==> src/rtl/multicycle_step_sequencer_pkg.sv <==
// Shared control definitions for the multi-cycle core: sequencer states, fault codes,
// the memory timeout default and the decoder's ALU-source / write-back-source codes.
package multicycle_step_sequencer_pkg;

  typedef enum logic [2:0] {
    ST_FETCH  = 3'd0,
    ST_DECODE = 3'd1,
    ST_EXEC   = 3'd2,
    ST_MEM    = 3'd3,
    ST_WB     = 3'd4,
    ST_HALT   = 3'd5,
    ST_FAULT  = 3'd6
  } state_t;

  typedef enum logic [1:0] {
    FAULT_NONE        = 2'b00,
    FAULT_MEM_TIMEOUT = 2'b01,
    FAULT_ILLEGAL     = 2'b10
  } fault_code_t;

  localparam int unsigned MEM_TIMEOUT_DEFAULT = 255;

  typedef enum logic [1:0] {
    ALU_SRC_RS2 = 2'd0,
    ALU_SRC_IMM = 2'd1,
    ALU_SRC_PC  = 2'd2
  } alu_src_t;

  typedef enum logic [1:0] {
    WB_SRC_ALU = 2'd0,
    WB_SRC_MEM = 2'd1,
    WB_SRC_PC4 = 2'd2,
    WB_SRC_IMM = 2'd3
  } wb_src_t;

endpackage

==> src/rtl/multicycle_step_sequencer_mem_wait_timer.sv <==
// Memory-wait counter: cleared while no request is outstanding, counts unacked request
// cycles and flags expiry in the cycle that would reach LIMIT.
module mem_wait_timer #(
  parameter int unsigned LIMIT = 255
) (
  input  logic clk,
  input  logic reset_n,
  input  logic clear,
  input  logic inc,
  output logic expire
);

  localparam int unsigned W = (LIMIT < 2) ? 1 : $clog2(LIMIT);

  logic [W-1:0] count;

  always_ff @(posedge clk or negedge reset_n) begin
    if (!reset_n) begin
      count <= '0;
    end else if (clear) begin
      count <= '0;
    end else if (inc) begin
      count <= count + 1'b1;
    end
  end

  // Expiry is raised in the LIMIT-th unacked cycle so the FSM leaves on that edge.
  assign expire = inc && (count == W'(LIMIT - 1));

endmodule

==> src/rtl/multicycle_step_sequencer.sv <==
// Multi-cycle instruction sequencer: FETCH/DECODE/EXEC/MEM/WB over a single shared
// memory port, with halt at instruction boundaries and sticky fault reporting.
module multicycle_step_sequencer
  import multicycle_step_sequencer_pkg::*;
#(
  parameter int unsigned MEM_TIMEOUT = MEM_TIMEOUT_DEFAULT,
  parameter int unsigned CNT_W       = 32
) (
  input  logic             clk,
  input  logic             reset_n,
  input  logic             should_read_mem,
  input  logic             should_write_mem,
  input  logic             should_write_reg,
  input  logic             instr_legal,
  input  logic             mem_ack,
  input  logic             halt_req,
  output logic             mem_req,
  output logic             mem_is_data,
  output logic             mem_we,
  output logic             instr_latch_en,
  output logic             reg_write_en,
  output logic             pc_write_en,
  output logic             halted,
  output logic             fault,
  output logic [1:0]       fault_code,
  output logic [CNT_W-1:0] retired_count
);

  state_t      state, state_nxt;
  fault_code_t fault_q;

  logic mem_req_c, is_data_c, we_c, latch_c, reg_we_c, pc_we_c, halted_c, fault_c;
  logic set_timeout, set_illegal, instr_end;
  logic wait_inc, wait_clear, wait_expire;

  assign wait_inc   = ((state == ST_FETCH) || (state == ST_MEM)) && !mem_ack;
  assign wait_clear = !wait_inc;

  mem_wait_timer #(
    .LIMIT (MEM_TIMEOUT)
  ) u_wait_timer (
    .clk     (clk),
    .reset_n (reset_n),
    .clear   (wait_clear),
    .inc     (wait_inc),
    .expire  (wait_expire)
  );

  always_ff @(posedge clk or negedge reset_n) begin
    if (!reset_n) begin
      state         <= ST_FETCH;
      fault_q       <= FAULT_NONE;
      retired_count <= '0;
    end else begin
      state <= state_nxt;
      if (set_timeout) begin
        fault_q <= FAULT_MEM_TIMEOUT;
      end else if (set_illegal) begin
        fault_q <= FAULT_ILLEGAL;
      end
      if (pc_we_c) begin
        retired_count <= retired_count + 1'b1;
      end
    end
  end

  always_comb begin
    state_nxt   = state;
    mem_req_c   = 1'b0;
    is_data_c   = 1'b0;
    we_c        = 1'b0;
    latch_c     = 1'b0;
    reg_we_c    = 1'b0;
    pc_we_c     = 1'b0;
    halted_c    = 1'b0;
    fault_c     = 1'b0;
    set_timeout = 1'b0;
    set_illegal = 1'b0;
    instr_end   = 1'b0;
    case (state)
      ST_FETCH: begin
        mem_req_c = 1'b1;
        if (mem_ack) begin
          latch_c   = 1'b1;
          state_nxt = ST_DECODE;
        end else if (wait_expire) begin
          set_timeout = 1'b1;
          state_nxt   = ST_FAULT;
        end
      end
      ST_DECODE: begin
        if (!instr_legal) begin
          set_illegal = 1'b1;
          state_nxt   = ST_FAULT;
        end else begin
          state_nxt = ST_EXEC;
        end
      end
      ST_EXEC: begin
        if (should_read_mem || should_write_mem) begin
          state_nxt = ST_MEM;
        end else if (should_write_reg) begin
          state_nxt = ST_WB;
        end else begin
          instr_end = 1'b1;
        end
      end
      ST_MEM: begin
        mem_req_c = 1'b1;
        is_data_c = 1'b1;
        // A read flag takes precedence, so a read+write instruction never strobes mem_we.
        we_c      = should_write_mem && !should_read_mem;
        if (mem_ack) begin
          if (should_read_mem) begin
            state_nxt = ST_WB;
          end else begin
            instr_end = 1'b1;
          end
        end else if (wait_expire) begin
          set_timeout = 1'b1;
          state_nxt   = ST_FAULT;
        end
      end
      ST_WB: begin
        reg_we_c  = 1'b1;
        instr_end = 1'b1;
      end
      ST_HALT: begin
        halted_c = 1'b1;
        if (!halt_req) begin
          state_nxt = ST_FETCH;
        end
      end
      ST_FAULT: begin
        fault_c = 1'b1;
      end
      default: begin
        state_nxt = ST_FETCH;
      end
    endcase
    if (instr_end) begin
      pc_we_c   = 1'b1;
      state_nxt = halt_req ? ST_HALT : ST_FETCH;
    end
  end

  // Reset sits in FETCH, so outputs are masked by reset_n to drop mem_req asynchronously.
  assign mem_req        = mem_req_c & reset_n;
  assign mem_is_data    = is_data_c & reset_n;
  assign mem_we         = we_c      & reset_n;
  assign instr_latch_en = latch_c   & reset_n;
  assign reg_write_en   = reg_we_c  & reset_n;
  assign pc_write_en    = pc_we_c   & reset_n;
  assign halted         = halted_c  & reset_n;
  assign fault          = fault_c   & reset_n;
  assign fault_code     = fault_q;

endmodule

==> config.mk <==
export PLATFORM = sky130hd
export DESIGN_NAME = multicycle_step_sequencer
export DESIGN_NICKNAME = d
export VERILOG_FILES = /design/src/rtl/multicycle_step_sequencer_pkg.sv /design/src/rtl/multicycle_step_sequencer_mem_wait_timer.sv /design/src/rtl/multicycle_step_sequencer.sv
export SDC_FILE = /design/constraint.sdc
export NUM_CORES = 1
export LEC_CHECK = 0
export ABC_AREA = 1
export CAP_MARGIN = 40
export CORE_AREA = 10 10 96 98
export CTS_CLUSTER_SIZE = 25
export DETAILED_ROUTE_END_ITERATION = 16
export DIE_AREA = 0 0 106 108
export PLACE_DENSITY = 0.63
export SYNTH_ARGS = -nofsm -noshare
export SYNTH_HDL_FRONTEND = slang
export SYNTH_HIERARCHICAL = 1
export SYNTH_SLANG_ARGS = --single-unit
==> constraint.sdc <==
create_clock -name clk -period 2.22 [get_ports clk]
set_clock_uncertainty 0.15 [all_clocks]
set_input_delay 0.333 -clock clk [delete_from_list [all_inputs] [get_ports clk]]
set_output_delay 0.333 -clock clk [all_outputs]
set_load 0.05 [all_outputs]
==> results_dict.tcl <==
set metrics [dict create \
    critPathBufInv 3 \
    slew_headroom_pct 62.12 \
    place_hpwl_um 5927 \
    final_cell_mix "nand2_1, nor2_1, dfrtp_1" \
    crit_family "simple AND/OR/NAND/NOR gates" \
    post-place-ws_ps 108.5 \
    rsz0062_at_grt "yes" \
    overflow 0 \
    reg2reg_slack_ps 270 \
    layout_worst_path_cycle_share_pct 95.19 \
    hp-class "input port to asynchronous set/reset pin" \
    synth_area_sq_um 2846 \
    cts.clk_slew.worst_paths_ps 80 \
    cts_sinks 45 \
    fin_ws_ps 106.9 \
    wire_per_inst_um 12.84 \
    grt_max_degree 46 \
    irDropWorstVdd_mv 0.5373 \
    pin_count 50 \
    antenna_found_initial 0 \
    areaGrowthSynthToFinish_pct 29.36 \
    worstPathMaxFanout 5 \
    finalSetupViolCount 0 \
    clk_latency_ps 290 \
    clock_path_buffers 2 \
    path_cells "inv_1 -> nand2_1 -> nor2_1 -> nand2_1 -> nand3_4 -> inv_2 -> nor2_2 -> buf_12" \
    synth_nets 445 \
    layout_min_cycle_time_ps 2113 \
    status "complete, no violations" \
    die-area_sq_um 11450 \
    numCtsBuffers 5 \
    drv_slew 0 \
    drtPass1Iterations 4 \
    initial_utilization_pct 38.22 \
    routabilityCongestion 0.9324 \
    drv_cap 0 \
    path_common_cell "nand2_1" \
    leakage_nw 1.597 \
    final_common_cell "nand2_1" \
    drt_wl_total_um 7639 \
    die_x_um 106 \
    coreArea_sq_um 7447 \
    htreeDepth 2 \
    dieHeight_um 108 \
    power_mw 2.793 \
    fin_tns_setup_ps 0 \
    clock.fmax_ghz 0.4732 \
    vias 2821 \
    crit_path_start_kind "flop" \
    postCtsSetupBuffers 0 \
    hold_viol 0 \
    crit_required_ps 1740 \
    postSynthAreaPerCell_sq_um 6.559 \
    layout-drive-gt1-share_pct 8.722 \
    fin_nets 503 \
    cpMaxStageDelayCell "dfrtp_2" \
    ys_seq_area_share_pct 39.56 \
    postSynthCellCount 434 \
    rows 32 \
    antenna_cells 0 \
    slowest_delay_ps 460 \
    synthDistinctLibCells 26 \
    tightest_slew_ps 568.2 \
    io_buffer_count 49 \
    power_density_nw_per_um2 758.5 \
    ant_nets 0 \
    ys_warn_count 6 \
    critPathArrivalTime_ps 1630 \
    end_kind "output port" \
    grt_pass1_wl_um 13140 \
    drc_errors 0 \
    grt_usage_pct 13.69 \
    synth-seq-cells 45 \
    via_per_inst 4.741 \
    critical_path_class "flop to output port" \
    grt_pass1_vias 2707 \
    cts_tree "yes" \
    clock-root-buffer "clkbuf_8" \
    drt_iter0_drc 163 \
]
## state kept, by name, summed over array words and instances, names as in the netlist
register	count
retired_count	32
state	3
u_wait_timer/count	8
fault_code	2
## routing by layer
layer | up-vias | wire length [um] | track usage, %
met5 | - | 0 | 0
met1 | 1289 | 3396 | 17.10
met4 | 0 | 51 | 3.095
met3 | 4 | 538 | 4.402
met2 | 68 | 3653 | 22.66
li1 | 1460 | - | -
## cells in the mapped netlist, drive strengths merged
cell | number | share of area [%]
nor3b | 1 | 0.26
ha | 3 | 1.3
and2 | 1 | 0.22
nor3 | 7 | 1.2
xnor2 | 7 | 2.2
xor2 | 6 | 1.8
o21ai | 11 | 1.9
a21oi | 5 | 1.0
nand3b | 4 | 1.1
nor2 | 75 | 11
buf | 5 | 1.1
inv | 45 | 5.9
nand4 | 8 | 1.8
nand3 | 28 | 5.7
a211oi | 1 | 0.26
nand2 | 182 | 24
dfrtp | 45 | 40
## power breakdown
| group | switching [mW] | internal (mW) | leakage, nW |
|---|---|---|---|
| Combinational | 0.833 | 0.442 | 0.945 |
| Clock | 0.278 | 0.219 | 0.0450 |
| Sequential | 0.115 | 0.907 | 0.606 |
| Total | 1.23 | 1.57 | 1.60 |
## through the flow
| step | util (%) | instance area (sq um) | hold WS, ps | std cells |
|---|---|---|---|---|
| after global routing | 49.45 | 3682 | 80.94 | 595 |
| after CTS | 49.14 | 3660 | 56.12 | 595 |
| final | 49.45 | 3682 | 35.05 | 595 |
| after detailed placement | 48.03 | 3577 | 324.8 | 587 |
| after global placement | 48.03 | 3577 | 329.3 | 587 |
| after floorplan | - | 2851 | -112.6 | 434 |
## what timing repair did
| action | CTS | global route |
|---|---|---|
| endpoints found under the setup margin | 0 | 3 |
| hold buffers | 0 | 0 |
| gates resized for setup | 0 | 7 |
## layout make-up
cell class / count / area [sq um]
timing repair buffer: 56 / 628.1
clock inverter: 2 / 10.01
sequential: 45 / 1129
tap: 102 / 127.6
fill: 789 / 3765
inverter: 45 / 168.9
clock buffer: 6 / 72.57
multi-input combinational: 339 / 1546
## path summary, 6_finish.rpt
check | cells past startpoint | from | to
worst min-delay path | 2 | reset_n | retired_count[1]
min in group clk | 2 | fault_code[0] | fault_code[0]
worst max register to register | 8 | retired_count[1] | retired_count[26]
worst min register to register | 2 | fault_code[0] | fault_code[0]
worst max-delay path | 8 | state[0] | pc_write_en
max in group asynchronous | 2 | reset_n | state[0]
## kinds of logic after synthesis
kind of cell / after synthesis / synth area share [%]
DFF: 45 / 39.56
AOI/OAI and AO/OA: 17 / 3.209
adders and majority gates: 3 / 1.319
xor gates and xnor gates: 13 / 4.000
and+or+nand+nor: 306 / 44.92
buffers and inverters: 50 / 6.989
No activity file was read; power rests on OpenSTA's default activity.
